**config.mk**
```make
export PLATFORM = sky130hd
export DESIGN_NAME = conv_oc_scheduler
export DESIGN_NICKNAME = d
export VERILOG_FILES = /design/src/rtl/conv_oc_scheduler.sv
export SDC_FILE = /design/constraint.sdc
export NUM_CORES = 1
export LEC_CHECK = 0
export ABC_AREA = 1
export CAP_MARGIN = 25
export CORE_AREA = 5 5 347 349
export CTS_CLUSTER_DIAMETER = 40
export DETAILED_ROUTE_END_ITERATION = 7
export DIE_AREA = 0 0 352 354
export DONT_BUFFER_PORTS = 1
export HOLD_SLACK_MARGIN = 0.12
export SLEW_MARGIN = 30
export SYNTH_ARGS = -nofsm -noshare
export SYNTH_HDL_FRONTEND = slang
export SYNTH_SLANG_ARGS = --single-unit
```
**constraint.sdc**
```tcl
create_clock -name clk -period 26 [get_ports clk]
set_input_delay 5.2 -clock clk [delete_from_list [all_inputs] [get_ports clk]]
set_output_delay 5.2 -clock clk [all_outputs]
set_load 0.01 [all_outputs]
```
**src/rtl/conv_oc_scheduler.sv**
```systemverilog
// conv_oc_scheduler
// Holds one multi-channel window and walks the output channels one at a time:
// fetch the weight set, drive the shared combinational MAC, capture its
// saturated result and hand it downstream on a valid/ready stream.
module conv_oc_scheduler #(
    parameter int DATA_WIDTH   = 8,
    parameter int WEIGHT_WIDTH = 8,
    parameter int KERNEL_SIZE  = 3,
    parameter int IN_CHANNEL   = 3,
    parameter int OUT_CHANNEL  = 4,
    parameter int OC_W         = (OUT_CHANNEL > 1) ? $clog2(OUT_CHANNEL) : 1
) (
    input  logic                                                       clk,
    input  logic                                                       rst,
    input  logic                                                       window_valid,
    output logic                                                       window_ready,
    input  logic [IN_CHANNEL*KERNEL_SIZE*KERNEL_SIZE*DATA_WIDTH-1:0]   window_data,
    input  logic                                                       window_last,
    input  logic [OC_W:0]                                              cfg_num_oc,
    output logic                                                       weight_rd_en,
    output logic [OC_W-1:0]                                            weight_addr,
    input  logic [IN_CHANNEL*KERNEL_SIZE*KERNEL_SIZE*WEIGHT_WIDTH-1:0] weight_rdata,
    output logic [IN_CHANNEL*KERNEL_SIZE*KERNEL_SIZE*DATA_WIDTH-1:0]   mac_window,
    output logic                                                       mac_window_valid,
    output logic [IN_CHANNEL*KERNEL_SIZE*KERNEL_SIZE*WEIGHT_WIDTH-1:0] mac_weight,
    output logic                                                       mac_weight_valid,
    input  logic [DATA_WIDTH-1:0]                                      mac_conv_out,
    input  logic                                                       mac_conv_valid,
    output logic                                                       out_valid,
    input  logic                                                       out_ready,
    output logic [DATA_WIDTH-1:0]                                      out_data,
    output logic [OC_W-1:0]                                            out_oc,
    output logic                                                       out_last,
    output logic                                                       frame_done,
    output logic                                                       busy
);

    localparam int WIN_W = IN_CHANNEL * KERNEL_SIZE * KERNEL_SIZE * DATA_WIDTH;
    localparam int WGT_W = IN_CHANNEL * KERNEL_SIZE * KERNEL_SIZE * WEIGHT_WIDTH;
    localparam logic [OC_W:0] MAX_OC = OUT_CHANNEL[OC_W:0];

    typedef enum logic [2:0] {
        S_IDLE  = 3'd0,
        S_FETCH = 3'd1,
        S_LOAD  = 3'd2,
        S_COMP  = 3'd3,
        S_OUT   = 3'd4
    } state_t;

    state_t              r_state;
    state_t              w_next_state;
    logic [OC_W-1:0]     r_oc_cnt;
    logic [OC_W-1:0]     w_next_oc_cnt;
    logic [OC_W:0]       r_n_oc;
    logic [OC_W:0]       w_cfg_n_oc;
    logic                w_accept;
    logic                w_cap_result;
    logic                w_out_hs;
    logic                w_is_last;

    logic [WIN_W-1:0]    r_window;
    logic                r_win_last;
    logic [WGT_W-1:0]    r_weight;
    logic [DATA_WIDTH-1:0] r_out_data;
    logic [OC_W-1:0]     r_out_oc;
    logic                r_out_last;
    logic                r_out_valid;
    logic                r_frame_done;
    logic                r_window_ready;
    logic                r_busy;
    logic                r_weight_rd_en;
    logic [OC_W-1:0]     r_weight_addr;
    logic                r_mac_valid;

    // Channel count for the incoming window: 0 or out-of-range means "all channels".
    always_comb begin
        w_cfg_n_oc = cfg_num_oc;
        if ((cfg_num_oc == {(OC_W+1){1'b0}}) || (cfg_num_oc > MAX_OC)) begin
            w_cfg_n_oc = MAX_OC;
        end else begin
            w_cfg_n_oc = cfg_num_oc;
        end
    end

    // The channel being computed is the final one of this window.
    assign w_is_last = ({1'b0, r_oc_cnt} == (r_n_oc - {{OC_W{1'b0}}, 1'b1}));

    // Next-state and event decode for the channel sequencer.
    always_comb begin
        w_next_state  = r_state;
        w_next_oc_cnt = r_oc_cnt;
        w_accept      = 1'b0;
        w_cap_result  = 1'b0;
        w_out_hs      = 1'b0;
        case (r_state)
            S_IDLE: begin
                if (window_valid && r_window_ready) begin
                    w_accept      = 1'b1;
                    w_next_oc_cnt = {OC_W{1'b0}};
                    w_next_state  = S_FETCH;
                end else begin
                    w_next_state  = S_IDLE;
                end
            end
            S_FETCH: w_next_state = S_LOAD;
            S_LOAD:  w_next_state = S_COMP;
            S_COMP: begin
                if (mac_conv_valid) begin
                    w_cap_result = 1'b1;
                    w_next_state = S_OUT;
                end else begin
                    w_next_state = S_COMP;
                end
            end
            S_OUT: begin
                if (out_ready) begin
                    w_out_hs = 1'b1;
                    if (r_out_last) begin
                        w_next_state = S_IDLE;
                    end else begin
                        w_next_oc_cnt = r_oc_cnt + {{(OC_W-1){1'b0}}, 1'b1};
                        w_next_state  = S_FETCH;
                    end
                end else begin
                    w_next_state = S_OUT;
                end
            end
            default: w_next_state = S_IDLE;
        endcase
    end

    // State, channel counter and registered control outputs (derived from next state).
    always_ff @(posedge clk or posedge rst) begin
        if (rst) begin
            r_state        <= S_IDLE;
            r_oc_cnt       <= {OC_W{1'b0}};
            r_window_ready <= 1'b0;
            r_busy         <= 1'b0;
            r_weight_rd_en <= 1'b0;
            r_weight_addr  <= {OC_W{1'b0}};
            r_mac_valid    <= 1'b0;
            r_frame_done   <= 1'b0;
            r_out_valid    <= 1'b0;
        end else begin
            r_state        <= w_next_state;
            r_oc_cnt       <= w_next_oc_cnt;
            r_window_ready <= (w_next_state == S_IDLE);
            r_busy         <= (w_next_state != S_IDLE);
            r_weight_rd_en <= (w_next_state == S_FETCH);
            r_mac_valid    <= (w_next_state == S_COMP);
            r_frame_done   <= w_out_hs && r_out_last && r_win_last;
            if (w_next_state == S_FETCH) begin
                r_weight_addr <= w_next_oc_cnt;
            end else begin
                r_weight_addr <= r_weight_addr;
            end
            if (w_cap_result) begin
                r_out_valid <= 1'b1;
            end else if (w_out_hs) begin
                r_out_valid <= 1'b0;
            end else begin
                r_out_valid <= r_out_valid;
            end
        end
    end

    // Window, weight and result holding registers.
    always_ff @(posedge clk or posedge rst) begin
        if (rst) begin
            r_window   <= {WIN_W{1'b0}};
            r_win_last <= 1'b0;
            r_n_oc     <= {(OC_W+1){1'b0}};
            r_weight   <= {WGT_W{1'b0}};
            r_out_data <= {DATA_WIDTH{1'b0}};
            r_out_oc   <= {OC_W{1'b0}};
            r_out_last <= 1'b0;
        end else begin
            if (w_accept) begin
                r_window   <= window_data;
                r_win_last <= window_last;
                r_n_oc     <= w_cfg_n_oc;
            end
            if (r_state == S_LOAD) begin
                r_weight <= weight_rdata;
            end
            if (w_cap_result) begin
                r_out_data <= mac_conv_out;
                r_out_oc   <= r_oc_cnt;
                r_out_last <= w_is_last;
            end
        end
    end

    assign window_ready     = r_window_ready;
    assign busy             = r_busy;
    assign weight_rd_en     = r_weight_rd_en;
    assign weight_addr      = r_weight_addr;
    assign mac_window       = r_window;
    assign mac_weight       = r_weight;
    assign mac_window_valid = r_mac_valid;
    assign mac_weight_valid = r_mac_valid;
    assign out_valid        = r_out_valid;
    assign out_data         = r_out_data;
    assign out_oc           = r_out_oc;
    assign out_last         = r_out_last;
    assign frame_done       = r_frame_done;

endmodule

```
==> summary.md, run 1 <==
| Metric | Value |
|---|---|
| FF+latch count, synth | `460` |
| Status | `complete, no violations` |
| Synth-to-Final Area Change | `27.23%` |
| Vias per cell | `3.572` |
| HP Start | `r_n_oc[2]$_DFFE_PP0P_` |
| Number of DRC markers in iteration 0 | `642` |
| Drt pass-1 iters | `4` |
| Cell Rows | `126` |
| Root Driver | `clkbuf_16` |
| NetSw | `0.001267 W` |
| Endpoints failing setup | `0` |
| Syn Std Cell Area | `17,200 um^2` |
| CTS H-tree lvls | `3` |
| Final nets | `1,955` |
| Clk slew on worst S/H paths | `0.05 ns` |
| Critical path origin | `weight_addr[0]$_DFFE_PP0N_` |
| Period minus WS final | `6.707 ns` |
| Max Fanout on Critical Path | `2` |
| Main synth FF type | `dfrtp_1` |
| Gr ovfl total | `0` |
| Seq/Total Area, Yosys | `0.6693` |
| CP endpoint kind | `output pin` |
| Cts repair resizes | `0` |
| Chip Width | `352 um` |
| Reg-to-reg slack, setup | `22.84 ns` |
| Syn Inst Count | `1,482` |
| Reg2Reg Capture Point | `mac_weight[114]$_DFFE_PP0P_` |
| Chip height | `354 um` |
| # clock sinks | `460` |
| Final HPWL from detailed placement | `61.40 mm` |
| Seq pwr share | `0.495` |
| PD cells | `151.1 nW/um^2` |
| DRC | `0` |
| Core area | `117,100 um^2` |
| Synth async-reset ratio | `1.000` |
| Reg2Reg Depth | `7` |
| Synth warn | `0` |
| F_max | `0.1491 GHz` |
| Routed Wire Length | `76.91 mm` |
| Cell depth of the worst hold path | `2` |
| TritonCTS buffer count | `80` |
| Gate power share | `0.168` |
| Clock latency on the worst-skew pair | `0.66 ns` |
| Hold Path Sink | `r_n_oc[2]$_DFFE_PP0P_` |
| Leakage | `10.01 nW` |
| Arrival @ worst endpoint | `1.51 ns` |
| Unrepaired setup endpoints after global routing | `no` |
| Clk network pwr share | `0.337` |
| Final Util | `0.1868` |
| Input/output buffers | `0` |
| Setup TNS | `0 ns` |
| CTS max path bufs | `3` |
| VDD IR max | `69.17 uV` |
| Synth unique cells | `24` |
| Gr usage total | `0.1185` |
| Worst slew pin tran | `0.9279 ns` |
| Via count | `11,150` |
| Area of the die | `124,600 um^2` |
| RD Place Congestion | `0.8124` |
| Hold Path Class | `reg2reg` |
| Antenna Nets Post-Route | `0` |
| Total I/O pin count | `901` |
| Starting density of the core | `0.1468` |
| Max cap viols | `0` |
| Pins Over Slew Limit | `0` |
| R2R Path Start | `r_state[2]$_DFF_PP0_` |
| Total internal power | `0.002039 W` |
| Avg WL per Cell | `24.64 um` |
| Clock Skews | `0.04381 ns` |
| CTS tree | `yes` |
| Final Cycle Share | `0.2580` |
| Sw Ratio | `0.3832` |
| Post-CTS setup buffer count | `0` |
| Initial antenna violation count | `74` |
| Syn nets | `1,933` |
| Headroom to the max-slew limit | `0.3814` |
| EDFF count, synth | `0` |
| Cts hold-fix bufs | `0` |
| Layout cells sized above 1 | `0.1562` |
| Final hold vios | `0` |
| Fill cells | `12,670` |
| Vias in the first global route | `11,390` |
| Critical path type | `reg2out` |
| Mean area per synthesized cell | `11.61 um^2` |
| Largest net degree at the start of global routing | `220` |
| Worst setup SP type | `flip-flop` |
| First-pass GRT wire length | `101.7 mm` |
| Critical Path RT | `20.80 ns` |
-- worst reg2reg max path, delay by kind of cell (launching register included) --
kind / cells / cell delay [ns]
buffers and inverters: 4 / 1.57
and+or+nand+nor: 2 / 0.58
muxes: 1 / 0.40
DFF: 1 / 0.46
-- placed cells by master (no fill, tap or decap), types with 3 or more instances in the layout --
cell,n
inv_1,18
clkinvlp_4,7
dfrtp_1,460
diode_2,16
clkbuf_16,80
nand2_1,669
clkinv_2,7
clkinv_4,4
clkbuf_1,7
clkinv_8,3
buf_4,5
bufinv_16,10
buf_6,4
mux2_1,140
o21ai_0,11
nand3_1,7
mux2_2,84
clkinv_16,4
inv_8,5
inv_6,17
clkbuf_8,5
-- through the flow --
step	power, W	worst slack [ns]	cells	cell area, um^2	hold slack (ns)
floorplan	0.001878	7.974	1482	17200	0.4492
global placement	0.002200	18.49	2955	18880	0.4942
detailed placement	0.002217	18.46	2955	18880	0.5091
CTS	0.003363	19.10	3102	21750	0.5205
global route	0.003510	19.13	3107	21850	0.5708
finish	0.003306	19.29	3121	21880	0.5156
-- state kept, by name (all words and copies together), names as in the netlist, 2 cells and up --
register / count
r_oc_cnt: 2
weight_addr: 2
out_oc: 2
mac_weight: 216
mac_window: 216
r_state: 3
r_n_oc: 3
out_data: 8
-- worst max-delay path by stage --
stage | to | slack (ns) | depth (start not counted)
2_1_floorplan | busy$_DFF_PP0_ | 7.97 | 1
3_3_place_gp | mac_weight[101]$_DFFE_PP0P_ | 18.49 | 3
3_5_place_dp | mac_weight[124]$_DFFE_PP0P_ | 18.46 | 3
4_1_cts | weight_addr[0] | 19.10 | 0
5_1_grt | mac_window[87]$_DFFE_PP0P_ | 19.13 | 7
6_report | weight_addr[0] | 19.29 | 0
-- cell usage after synthesis, drive strengths merged, types with 4 or more instances --
cell type,count,share of area
buf,53,0.017
clkbuf,20,0.0044
dfrtp,460,0.67
inv,21,0.0046
mux2,224,0.15
nand2,670,0.15
nand3,8,0.0026
nor2,4,0.0012
o21ai,11,0.0032
-- metal layers --
metal | track usage | wire length (um) | part of all wire
met5 | 0 | 55 | 0.00072
met3 | 0.09808 | 13950 | 0.18
met1 | 0.1136 | 24760 | 0.32
met4 | 0.03098 | 2332 | 0.030
met2 | 0.1944 | 35800 | 0.47
-- power by group through the flow --
stage	sequential [W]	combinational, W	clock (W)
6_report	0.00164	0.000556	0.00111
5_1_grt	0.00170	0.000634	0.00118
4_1_cts	0.00165	0.000559	0.00115
3_5_place_dp	0.00166	0.000559	0
3_3_place_gp	0.00166	0.000535	0
2_1_floorplan	0.00140	0.000482	0
-- cell families (layout without fill, tap and decap cells) --
family                   after synthesis  count (layout)  synth area share
multiplexers                         224             224            0.1467
adder cells (fa/ha/maj)                2               2          0.001455
other                                  0              16                 0
XOR/XNOR                               3               3          0.001528
buffers and inverters                 94             181           0.02575
AND/OR/NAND/NOR                      686             686            0.1515
flip-flops                           460             460            0.6693
AO/OA/AOI/OAI                         13              13          0.003783
-- layout make-up --
| cell class | count | area, um^2 | share of cell area |
|---|---|---|---|
| flip-flops and latches | 460 | 11510 | 0.5260 |
| multi-input cells | 928 | 5266 | 0.2407 |
| clock buffers | 92 | 2097 | 0.09583 |
| well taps | 1536 | 1922 | 0.08783 |
| clock inverters | 55 | 774.5 | 0.03539 |
| repair buffers | 13 | 177.7 | 0.008119 |
| inverters | 21 | 93.84 | 0.004288 |
| diodes | 16 | 40.04 | 0.001830 |
(Power assumes the default switching activity.)
==> run 2, diff against run 1 <==
--- a/config.mk
+++ b/config.mk
@@ -7,10 +7,10 @@
 export LEC_CHECK = 0
 export ABC_AREA = 1
 export CAP_MARGIN = 25
-export CORE_AREA = 5 5 347 349
+export CORE_AREA = 5 5 352 354
 export CTS_CLUSTER_DIAMETER = 40
 export DETAILED_ROUTE_END_ITERATION = 7
-export DIE_AREA = 0 0 352 354
+export DIE_AREA = 0 0 357 359
 export DONT_BUFFER_PORTS = 1
 export HOLD_SLACK_MARGIN = 0.12
 export SLEW_MARGIN = 30
==> constraint.sdc (replaced) <==
create_clock -name clk -period 6.34 [get_ports clk]
set_input_delay 1.268 -clock clk [delete_from_list [all_inputs] [get_ports clk]]
set_output_delay 1.268 -clock clk [all_outputs]
set_load 0.01 [all_outputs]
==> run 2 against run 1 <==
  * Worst hold slack got worse by 0.026 ns
  * Critical endpoint unchanged
  * Cell area increased by 1.1%
  * Count of clock-buffer cells in the layout increased by 5
  * First-iteration DRC count increased by 15%
  * Sequential power increased to 4.2 times the previous value
  * Critical path type unchanged
==> summary.md, run 2 (same netlist as run 1, synthesis figures left out) <==
| Metric | Value |
|---|---|
| Status | `complete, no violations (unchanged)` |
| Period minus WS final | `2.753 ns` |
| Clock Skews | `0.03072 ns (was 0.04381 ns)` |
| Number of DRC markers in iteration 0 | `739 (was 642)` |
| Final Util | `0.1831 (was 0.1868)` |
| HP Start | `r_win_last$_DFFE_PP0P_ (was r_n_oc[2]$_DFFE_PP0P_)` |
| DRC | `0 (unchanged)` |
| Sw Ratio | `0.3896 (was 0.3832)` |
| RD Place Congestion | `0.8414 (was 0.8124)` |
| Cts repair resizes | `0 (unchanged)` |
| Clk slew on worst S/H paths | `0.06 ns (was 0.05 ns)` |
| Vias per cell | `3.599 (was 3.572)` |
| Pins Over Slew Limit | `0 (unchanged)` |
| Reg-to-reg slack, setup | `3.62 ns (was 22.84 ns)` |
| Most frequent cells in the layout | `nand2_1 (669), dfrtp_1 (460), mux2_1 (140) (unchanged)` |
| Chip Width | `357 um (was 352 um)` |
| Final Cycle Share | `0.4342` |
| Stages on worst setup path | `0 (unchanged)` |
| Commonest non-fill, non-tap cell in the layout | `nand2_1 (unchanged)` |
| Reg2Reg Depth | `6 (was 7)` |
| Met2 Usage GRT | `0.2106 (was 0.1944)` |
| Critical path origin | `weight_addr[0]$_DFFE_PP0N_ (unchanged)` |
| Chip height | `359 um (was 354 um)` |
| Max Fanout on Critical Path | `2 (unchanged)` |
| Max cap viols | `0 (unchanged)` |
| Drt pass-1 iters | `4 (unchanged)` |
| Busiest grt layer | `met2 (unchanged)` |
| Synth-to-Final Area Change | `28.58% (was 27.23%)` |
| Antenna Nets Post-Route | `0 (unchanged)` |
| Total I/O pin count | `901 (unchanged)` |
| Cell depth of the worst hold path | `2 (unchanged)` |
| PD cells | `622.4 nW/um^2 (was 151.1 nW/um^2)` |
| Worst setup SP type | `flip-flop (unchanged)` |
| Clk network pwr share | `0.340 (was 0.337)` |
| Cts hold-fix bufs | `0 (unchanged)` |
| Headroom to the max-slew limit | `0.3705 (was 0.3814)` |
| Total internal power | `0.008402 W (was 0.002039 W)` |
| Routed Wire Length | `86.96 mm (was 76.91 mm)` |
| Worst slew pin tran | `0.9442 ns (was 0.9279 ns)` |
| First-pass GRT wire length | `113.3 mm (was 101.7 mm)` |
| Initial antenna violation count | `104 (was 74)` |
| NetSw | `0.005363 W (was 0.001267 W)` |
| Unrepaired setup endpoints after global routing | `no (unchanged)` |
| # clock sinks | `460 (unchanged)` |
| Input/output buffers | `0 (unchanged)` |
| Starting density of the core | `0.1424 (was 0.1468)` |
| Seq pwr share | `0.495 (about the same)` |
| Avg WL per Cell | `26.95 um (was 24.64 um)` |
| F_max | `0.3633 GHz` |
| CP endpoint kind | `output pin (unchanged)` |
| Area of the die | `128,200 um^2 (was 124,600 um^2)` |
| Hold Path Class | `reg2reg (unchanged)` |
| CTS max path bufs | `3 (unchanged)` |
| Final nets | `1,961 (was 1,955)` |
| Gate power share | `0.165 (was 0.168)` |
| Vias in the first global route | `11,930 (was 11,390)` |
| R2R Path Start | `r_state[1]$_DFF_PP0_ (was r_state[2]$_DFF_PP0_)` |
| Via count | `11,610 (was 11,150)` |
| CTS tree | `yes (unchanged)` |
| Gr usage total | `0.1317 (was 0.1185)` |
| Arrival @ worst endpoint | `1.48 ns (was 1.51 ns)` |
| Critical path type | `reg2out (unchanged)` |
| Leakage | `10.07 nW (was 10.01 nW)` |
| Endpoints failing setup | `0 (unchanged)` |
| Met1 usage | `0.1240 (was 0.1136)` |
| VDD IR max | `362.9 uV (was 69.17 uV)` |
| Final HPWL from detailed placement | `72.15 mm (was 61.40 mm)` |
| Largest net degree at the start of global routing | `158 (was 220)` |
| GR Util met3 | `0.1143 (was 0.09808)` |
| Post-CTS setup buffer count | `0 (unchanged)` |
| CTS H-tree lvls | `3 (unchanged)` |
| Core area | `120,800 um^2 (was 117,100 um^2)` |
| Setup TNS | `0 ns (unchanged)` |
| TritonCTS buffer count | `85 (was 80)` |
| Clock latency on the worst-skew pair | `0.67 ns (was 0.66 ns)` |
| Critical Path RT | `5.07 ns (was 20.80 ns)` |
| Layout cells sized above 1 | `0.1633 (was 0.1562)` |
| Gr ovfl total | `0 (unchanged)` |
| Final hold vios | `0 (unchanged)` |
| Tot Pwr | `0.01376 W (was 0.003306 W)` |
| Cell Rows | `128 (was 126)` |
| Root Driver | `clkbuf_16 (unchanged)` |
run 2: changes by cell type in the layout (fill, tap and decap cells not counted), sizes merged:
cell,before,now
bufinv,10,7
diode,16,21
buf,13,14
clkinv,18,17
inv,41,48
clkbuf,92,97
clkinvlp,7,9
run 2: layout make-up:
class,instances,area (um^2)
fill,13310,98640
timing repair buffer,14,187.7
antenna,21,52.55
inverter,21,90.09
clock inverter,60,720.7
clock buffer,97,2253
sequential,460,11510
multi-input combinational,928,5266
tap,1625,2033
run 2: worst paths after layout:
check	end
setup / recovery	weight_addr[0]
max in group asynchronous	mac_window[100]$_DFFE_PP0P_
hold / removal	r_win_last$_DFFE_PP0P_
setup reg to reg	mac_window[102]$_DFFE_PP0P_
min in group asynchronous	mac_weight[118]$_DFFE_PP0P_
hold reg to reg	r_win_last$_DFFE_PP0P_
run 2: metal layers:
| layer | part of all wire | vias to the layer above |
|---|---|---|
| li1 | - | 4838 |
| met1 | 0.31 | 5647 |
| met2 | 0.45 | 842 |
| met3 | 0.20 | 279 |
| met4 | 0.041 | 4 |
| met5 | 0.00024 | - |
run 2: metrics by stage:
stage | setup slack, ns | instance area [um^2] | std cells | hold slack [ns]
finish | 3.587 | 22120 | 3226 | 0.4898
global route | 3.191 | 22070 | 3210 | 0.5160
CTS | 3.310 | 22030 | 3204 | 0.4674
detailed placement | 2.975 | 19060 | 3047 | 0.4744
global placement | 2.953 | 19060 | 3047 | 0.4792
floorplan | -1.153 | 17200 | 1482 | 0.4492
run 2: power by group through the flow:
stage / Clock (W) / Sequential [W] / Combinational, W
floorplan: 0 / 0.00572 / 0.00198
global placement: 0 / 0.00687 / 0.00221
detailed placement: 0 / 0.00687 / 0.00231
CTS: 0.00483 / 0.00685 / 0.00231
global route: 0.00496 / 0.00708 / 0.00260
finish: 0.00469 / 0.00681 / 0.00227
